==> src/rtl/cdb_arbiter_pkg.sv <==
// rtl/cdb_arbiter_pkg.sv - shared bus widths, tag constants and unit indices for the CDB arbiter
package cdb_arbiter_pkg;

  localparam int NUM_REQ = 3;
  localparam int NAME_W  = 5;
  localparam int DATA_W  = 32;
  localparam int TAG_W   = 4;
  localparam int IDX_W   = 2;

  typedef logic [NAME_W-1:0] name_t;
  typedef logic [DATA_W-1:0] data_t;
  typedef logic [TAG_W-1:0]  tag_t;
  typedef logic [IDX_W-1:0]  idx_t;

  // Tag value meaning "no producer"; consumers ignore a broadcast carrying it.
  localparam tag_t TAG_FREE = '0;
  localparam logic ENABLE   = 1'b1;

  localparam idx_t UNIT_ALU = 2'd0;
  localparam idx_t UNIT_LSU = 2'd1;
  localparam idx_t UNIT_BRU = 2'd2;

  // Successor of a unit index in round-robin order, wrapping at NUM_REQ.
  function automatic idx_t next_idx(input idx_t i);
    return (int'(i) + 1 >= NUM_REQ) ? '0 : i + 1'b1;
  endfunction

endpackage

==> src/rtl/cdb_rr_pick.sv <==
// rtl/cdb_rr_pick.sv - round-robin first-valid picker starting at a pointer
module cdb_rr_pick
  import cdb_arbiter_pkg::*;
(
  input  logic [NUM_REQ-1:0] valid,
  input  idx_t               ptr,
  output logic [NUM_REQ-1:0] grant,
  output idx_t               idx,
  output logic               any
);

  // Walk ptr, ptr+1, ... modulo NUM_REQ; the first valid unit wins.
  always_comb begin
    grant = '0;
    idx   = '0;
    any   = 1'b0;
    for (int k = 0; k < NUM_REQ; k++) begin
      int j;
      j = int'(ptr) + k;
      if (j >= NUM_REQ) j = j - NUM_REQ;
      if (!any && valid[j]) begin
        grant[j] = 1'b1;
        idx      = IDX_W'(j);
        any      = 1'b1;
      end
    end
  end

endmodule

==> src/rtl/cdb_arbiter.sv <==
// rtl/cdb_arbiter.sv - round-robin common data bus arbiter with one-cycle registered broadcast
module cdb_arbiter
  import cdb_arbiter_pkg::*;
(
  input  logic                      clk,
  input  logic                      rst,
  input  logic                      flush,
  input  logic [NUM_REQ-1:0]        req_valid,
  input  logic [NUM_REQ*NAME_W-1:0] req_name,
  input  logic [NUM_REQ*DATA_W-1:0] req_data,
  input  logic [NUM_REQ*TAG_W-1:0]  req_tag,
  output logic [NUM_REQ-1:0]        req_ready,
  output logic                      cdb_en,
  output name_t                     cdb_name,
  output data_t                     cdb_data,
  output tag_t                      cdb_tag,
  output logic [1:0]                cdb_src
);

  idx_t               rr_ptr;
  idx_t               pick_idx;
  logic [NUM_REQ-1:0] pick_grant;
  logic               pick_any;
  logic               xfer;

  cdb_rr_pick u_pick (
    .valid (req_valid),
    .ptr   (rr_ptr),
    .grant (pick_grant),
    .idx   (pick_idx),
    .any   (pick_any)
  );

  // Reset and flush both block the handshake so nothing is accepted and lost.
  assign xfer      = pick_any & ~rst & ~flush;
  assign req_ready = xfer ? pick_grant : '0;

  // Output register bank: capture the granted payload, advance the pointer past the winner.
  always_ff @(posedge clk) begin
    if (rst) begin
      cdb_en   <= 1'b0;
      cdb_name <= '0;
      cdb_data <= '0;
      cdb_tag  <= TAG_FREE;
      cdb_src  <= '0;
      rr_ptr   <= '0;
    end else if (flush) begin
      cdb_en <= 1'b0;
      rr_ptr <= '0;
    end else begin
      cdb_en <= xfer;
      if (xfer) begin
        cdb_name <= req_name[pick_idx*NAME_W +: NAME_W];
        cdb_data <= req_data[pick_idx*DATA_W +: DATA_W];
        cdb_tag  <= req_tag[pick_idx*TAG_W +: TAG_W];
        cdb_src  <= pick_idx;
        rr_ptr   <= next_idx(pick_idx);
      end
    end
  end

endmodule

==> config.mk <==
export PLATFORM = sky130hd
export DESIGN_NAME = cdb_arbiter
export DESIGN_NICKNAME = d
export VERILOG_FILES = /design/src/rtl/cdb_arbiter_pkg.sv /design/src/rtl/cdb_rr_pick.sv /design/src/rtl/cdb_arbiter.sv
export SDC_FILE = /design/constraint.sdc
export NUM_CORES = 1
export LEC_CHECK = 0
export ABC_AREA = 0
export CORE_ASPECT_RATIO = 0.6
export CORE_MARGIN = 3
export CORE_UTILIZATION = 39
export DETAILED_ROUTE_END_ITERATION = 8
export PLACE_DENSITY = 0.94
export SLEW_MARGIN = 15
export SYNTH_ARGS = -nofsm -noshare
export SYNTH_HDL_FRONTEND = slang
export SYNTH_SLANG_ARGS = --single-unit
export TNS_END_PERCENT = 20
==> constraint.sdc <==
create_clock -name clk -period 4.8 [get_ports clk]
set_input_delay 0.96 -clock clk [delete_from_list [all_inputs] [get_ports clk]]
set_output_delay 0.96 -clock clk [all_outputs]
set_load 0.03 [all_outputs]
==> impl_metrics.toml, run 1 <==
[die]
row_count = 22
die_h_um = 69.7
io_pins = 176
die-area_sq_um = 7810
start_util = 0.416
die_w_um = 112
core_area_sq_um = 6330

[cts]
htree_levels = 2
clk_latency_ps = 280
postCtsSetupRepairBufs = 0
cts-resized-gates = 0
clock_sinks = 46
clk_pin_slew_ps = 60
clock-root-buffer = "clkbuf_16"
cts_hold_buf = 0
clock_path_buffers = 2
cts_tree = "yes"
numCtsBuffers = 5

[timing]
min_period_ps = 4520
max_slew.worst_pin.slew_ps = 933
min_period_over_period = 0.942
rsz0062_at_grt = "no"
setup_viol = 0
hold_violations = 0
skew_ps = 7.45
tns_ps = 0
fmax_ghz = 0.221
final-max-slew-violation-count = 0
slew_headroom = 0.377
worst_slack_ps = 277

[global_routing]
gr-total-overflow = 0
grt_use_total = 0.226
grt_pass1_vias = 2913
grt_pass1_wl_mm = 14.4
grt_max_degree = 43
antenna_found_initial = 0

[detailed_routing]
drt_iter0_drc = 263
wl_per_cell_um = 17.6
via_per_inst = 5.47
vias = 2799
ant_nets = 0
drtPass1Iterations = 5
drc = 0
drt-total-wl_mm = 9.02

[yosys]
yosys.cell_types.count = 35
synth_area_sq_um = 2640
synth.yosys.seq_area_share = 0.349
synth_warnings = 0
synthCells = 265
synth-seq-cells = 46
ys.flop_type = "dfxtp_1"
syn_area_per_cell_sq_um = 9.95
synth-async-reset-ratio = 0
synthTopCellsByCount = "46 x dfxtp_1, 46 x mux2_2, 41 x a221o_1, 41 x and3_1, 15 x clkbuf_1"
synth-edff-count = 0
synth_area_leaders = "dfxtp_1 35%, mux2_2 20%, a221o_1 16%, and3_1 9.7%, clkbuf_1 2.1%"
netlist.area_leader.share = 0.349
synth_area_leader_cell = "dfxtp_1"
synth_fp_nets = 398

[final_layout]
fill_cells = 446
multi_input_area_sq_um = 1620
register_area_sq_um = 921
syn_to_final_growth_pct = 76.8
layoutNonFillerInstCount = 512
nNetsFinal = 560
final_layout_size_suffix_gt1_frac = 0.152
num_antenna_cells = 0

[critical_path]
path_max_fanout = 15
required_ps = 3840
critical_path_class = "input pin to primary output"
crit_arrival_ps = 3560
critPathLaunch = "req_valid[1]"
cp-start-kind = "input pin"
cp-end-kind = "primary output"
reg2reg_from = "rr_ptr[0]$_SDFFE_PP0P_"
r2r_setup_slack_ps = 1610

[placed_design]
io_buffers = 175
place_congestion = 0.804
post-place-ws_ps = 303
hpwlAfterDp_mm = 6.89
placed_cells = 504

[min_path]
hp-start = "cdb_data[13]$_SDFFE_PP0P_"
min_path_type = "flip-flop to flip-flop"

[pwr]
ir_drop_v = 0.000227
p_leak_uw = 0.00190
power_density_nw_per_um2 = 349

[run]
maxCapViolCount = 0

[status]
status = "finished clean"
cell usage in the layout, fill, tap and decap left out, types with 2 or more instances in the layout:
cell,count
clkdlybuf4s50_1,175
mux2_2,46
dfxtp_1,46
and3_1,41
a221o_1,41
nand2_1,11
inv_1,6
clkbuf_16,5
buf_4,5
ha_1,4
mux2i_1,3
nor2_1,3
o21a_1,3
nand2b_1,3
o21ai_0,3
o22ai_1,3
nor2b_1,2
a21oi_1,2
o2bb2ai_1,2
o21ai_1,2
bufinv_16,2
final cells by class:
cell class	instances	share of cell area
sequential	46	0.198
inverter	6	0.00483
tap	84	0.0226
clock inverter	2	0.0129
timing repair buffer	180	0.384
clock buffer	6	0.0298
multi-input combinational	188	0.348
worst paths after layout:
| check | end | cells after the start |
|---|---|---|
| max | req_ready[0] | 7 |
| max reg2reg | cdb_data[14]$_SDFFE_PP0P_ | 8 |
| min reg2reg | cdb_data[13]$_SDFFE_PP0P_ | 1 |
| min | cdb_data[13]$_SDFFE_PP0P_ | 1 |
report_power, final:
part,switching [uW],internal (uW)
logic,343,357
registers,35.0,443
clock network,135,312
through the flow:
stage | utilization | area, sq um | total power, uW | hold WS, ps
floorplan | - | 2640 | 882 | 472
global placement | 0.705 | 4460 | 1160 | 467
detailed placement | 0.705 | 4460 | 1180 | 473
CTS | 0.736 | 4660 | 1640 | 489
finish | 0.736 | 4660 | 1620 | 483
global route | 0.736 | 4660 | 1710 | 499
critical path, cell delays in order:
cell,delay (ps)
clkdlybuf4s50_1,640
mux2i_1,260
o21a_1,350
a21boi_4,390
o21ai_1,120
a31oi_1,150
clkdlybuf4s50_1,680
state kept, by name (all words and copies together), names as in the netlist:
name and flops:
cdb_data 32, cdb_name 5, cdb_tag 4, cdb_src 2, rr_ptr 2, cdb_en 1
cell families (layout without fill, tap and decap cells):
logic type               count (synthesis)  in the layout  share of synthesized area
adder cells (fa/ha/maj)                  4              4                     0.0190
AO/OA/AOI/OAI                           68             68                      0.226
multiplexers                            49             49                      0.208
flip-flops                              46             46                      0.349
AND/OR/NAND/NOR                         67             67                      0.146
buffers and inverters                   31            194                     0.0513
routing by layer:
layer  share of wire  vias up  track usage
met2            0.48      130        0.390
met3           0.086        6       0.0793
met5               0        -            0
li1                -     1357            -
met1            0.42     1306        0.272
met4          0.0084        0       0.0440
Note: power is estimated with default switching activity, not from simulation.
==> run 2, diff against run 1 <==
- GPL_ROUTABILITY_DRIVEN: unset -> 0
==> results of run 2 <==
No change in the layout: final DEF, timing and power equal those of run 1.
==> RTL change 1 (config.mk and constraints of run 2) <==
Change the package constant `TAG_W` from 4 to 6.
--- a/src/rtl/cdb_arbiter_pkg.sv
+++ b/src/rtl/cdb_arbiter_pkg.sv
@@ -4,7 +4,7 @@
   localparam int NUM_REQ = 3;
   localparam int NAME_W  = 5;
   localparam int DATA_W  = 32;
-  localparam int TAG_W   = 4;
+  localparam int TAG_W   = 6;
   localparam int IDX_W   = 2;
 
   typedef logic [NAME_W-1:0] name_t;
Ports: changed (resized cdb_tag and req_tag); port bits go from 176 to 184. No check against the original RTL was run, so the function may have changed too.
==> RTL change 1 against run 2 <==
  * Area after synthesis increased by 15%
  * Setup slack improved by 34 ps
  * Sequential share of layout area decreased by 0.70 points
  * Synthesized cell count increased by 18%
  * Power decreased by 6.1%
  * Sequential cell count increased by 2
  * Maximum frequency increased by 0.75%
  * Design area increased by 8.2%
  * Wire length increased by 7.1%
  * Clock skew about the same
  * Count of clock-buffer cells in the layout unchanged
  * Worst hold slack got worse by 12 ps
  * Sequential power increased by 2%
  * Utilization decreased by 5.7 points
==> RTL change 1: results <==
group,metric,value,unit
global_routing,grt_max_degree,31,
global_routing,grt_pass1_wl,14900,um
hold_path,worstHoldPathCells,2,
outcome,status,"complete, no violations",
synthesis,yosysUniqueCellTypes,45,
critical_path,reg2reg_to,"cdb_data[28]$_SDFFE_PP0P_",
pwr,p_comb,0.709,mW
drt,route.met2.wl,4970,um
place,dp_hpwl,7700,um
cells_and_area,reg_top3,"cdb_data x32, cdb_tag x6, cdb_name x5",
place,dp_cells,583,
cells_and_area,clk_share,0.0266,
pwr,p_switching,0.539,mW
synthesis,synthTopCellsByArea,"dfxtp_1 (32%), o221ai_2 (20%), mux2i_1 (15%), nand2_1 (6.2%), inv_1 (6.1%)",
timing,slew_headroom,0.387,
cells_and_area,nets,625,
drt,wl_met3,772,um
critical_path,critPathArrivalTime,3530,ps
drt,drt-total-wl,9660,um
synthesis,ys_top_cells_by_count,"nand2_1 (50), inv_1 (49), dfxtp_1 (48)",
cells_and_area,buf_share,0.376,
synthesis,ys_ff_latch,48,
pwr,swShare,0.353,
global_routing,grt_use_met1,0.244,
hold_path,hold_end,"cdb_src[1]$_SDFFE_PP0P_",
pwr,vdd_ir_drop_max,0.158,mV
pwr,p_leak,1.90,nW
pwr,pwr_density_cell,303,nW/um2
place,dpl_cell_area,4910,um2
timing,whs,472,ps
drt,drt-met1-wl,3870,um
place,io_buffers,183,
cells_and_area,multi_input_area,1740,um2
global_routing,grt_usage,0.209,
RTL change 1: cell types whose count changed after synthesis, moves of 3 or more:
cell      before  now
a221o_1       41    0
and3_1        41    0
buf_2          9    3
buf_4          0    8
buf_6          1    6
clkbuf_1      15    3
clkbuf_4       0    3
inv_1          6   49
mux2_2        46    4
mux2i_1        3   46
nand2_1       11   50
o221ai_2       0   40
RTL change 1: logic make-up (layout without fill, tap and decap cells):
logic type / count (synthesis) / count (layout) / synth area share
buffers and inverters: 72 / 244 / 0.119
AND/OR/NAND/NOR: 70 / 70 / 0.104
AO/OA/AOI/OAI: 69 / 69 / 0.273
multiplexers: 51 / 51 / 0.172
flip-flops: 48 / 48 / 0.317
adder cells (fa/ha/maj): 4 / 4 / 0.0165
RTL change 1: worst reg2reg max path: cells and delay by family (launching register included):
family          cells  cell delay, ps
fa+ha+maj           1             550
compound gates      3             980
simple gates        1             350
mux                 1             350
buf+inv             2             370
flops               1             390
==> RTL change 2 (flow settings as in run 2) <==
Without the edit above. Reset style: asynchronous (`rst`), changed in one clocked block.
--- a/src/rtl/cdb_arbiter.sv
+++ b/src/rtl/cdb_arbiter.sv
@@ -36,7 +36,7 @@
   assign req_ready = xfer ? pick_grant : '0;
 
   // Output register bank: capture the granted payload, advance the pointer past the winner.
-  always_ff @(posedge clk) begin
+  always_ff @(posedge clk or posedge rst) begin
     if (rst) begin
       cdb_en   <= 1'b0;
       cdb_name <= '0;
Formal check against the unedited RTL: differs if rst is asserted again (counterexample within 4 cycles, from zero or initial values and one cycle with rst high); with rst held inactive, the same outputs for 10 cycles.
==> RTL change 2 against run 2 <==
  * Area after synthesis increased by 27%
  * Wire length up 32%
  * Register-to-register slack better by 140 ps
  * Sequential cell count unchanged
  * Largest cell class is now multi-input combinational cells
  * Setup slack got worse by 58 ps
  * Sequential share of layout area is 2.0 points higher
  * Design area grew 13%
  * Critical endpoint unchanged
  * Power is 55% higher
  * Count of clock-buffer cells in the layout increased by 1
  * Combinational power rose by 120%
  * Critical path type unchanged
  * First-iteration DRC count grew 5.3%
  * Maximum frequency fell by 1.3%
==> RTL change 2: results <==
group,metric,value,unit
global_routing,grt_use_met1,0.314,
global_routing,first_global_vias,3712,
hold_path,worstHoldStart,"cdb_data[28]$_DFFE_PP0P_",
hold_path,min_path_type,"reg2reg",
drt,wl_met3,1330,um
critical_path,crit_path_max_fanout,12,
global_routing,grt_max_degree,54,
drt,dr.pass1.iters,5,
synthesis,ys.flop_type,"dfrtp_1",
drt,wire_per_inst,19.3,um
cells_and_area,fin_cells,618,
critical_path,reg2reg_to,"cdb_tag[2]$_DFFE_PP0P_",
timing,tightest_slew,998,ps
hold_path,hold_end,"cdb_data[28]$_DFFE_PP0P_",
drt,route.met2.wl,5490,um
synthesis,synth_warnings,0,
critical_path,crit_start,"req_valid[2]",
place,dp_hpwl,8540,um
drt,route.vias.total,3584,
critical_path,critPathMaxStageDelay,740,ps
pwr,p_comb,1.51,mW
timing,skew,10.4,ps
synthesis,synth_seq_area_share,0.344,
global_routing,grt_pass1_wl,19100,um
critical_path,critPathArrivalTime,3620,ps
outcome,status,"complete, no violations",
global_routing,use_met2,0.393,
global_routing,grt_use_met3,0.0743,
cells_and_area,nets,642,
synthesis,synthTopCellsByArea,"dfrtp_1 (34%), a221oi_2 (18%), o31ai_1 (9.2%), and3_1 (7.5%), nand2_1 (5.3%)",
cells_and_area,fill_cells,636,
critical_path,ff2ff_setup_slack,1750,ps
pwr,pwr_density_cell,476,nW/um2
hold_path,worstHoldPathCells,2,
synthesis,ys_top_cells_by_count,"nand2_1 (47), dfrtp_1 (46), nor2_1 (44)",
global_routing,grt_usage,0.240,
synthesis,ys_async_sr_fraction,1.00,
drt,drt-met1-wl,4940,um
place,dp_cells,610,
synthesis,yosysUniqueCellTypes,45,
pwr,seqPwrFrac,0.250,
synthesis,synthCells,358,
drt,drt_iter0_drc,277,
pwr,p_int,1.43,mW
-- RTL change 2: stage by stage --
stage / cell area, um2 / worst slack, ps / util / hold slack, ps
3_5_place_dp: 5130 / 329 / 0.633 / 464
3_3_place_gp: 5130 / 511 / 0.633 / 461
2_1_floorplan: 3340 / 929 / - / 547
6_report: 5290 / 219 / 0.653 / 476
5_1_grt: 5290 / 191 / 0.653 / 501
4_1_cts: 5290 / 342 / 0.653 / 479
-- RTL change 2: layout make-up --
class,instances,area (um2),area share
inverters,7,26.3,0.00497
flip-flops and latches,46,1150,0.218
repair buffers,182,1840,0.348
clock buffers,7,133,0.0251
clock inverters,1,30.0,0.00568
well taps,108,135,0.0256
multi-input cells,267,1970,0.373
-- RTL change 2: kinds of logic after synthesis --
kind of cell    synth area share
simple gates               0.222
compound gates             0.336
flops                      0.344
buf+inv                   0.0696
mux                       0.0131
fa+ha+maj                 0.0150
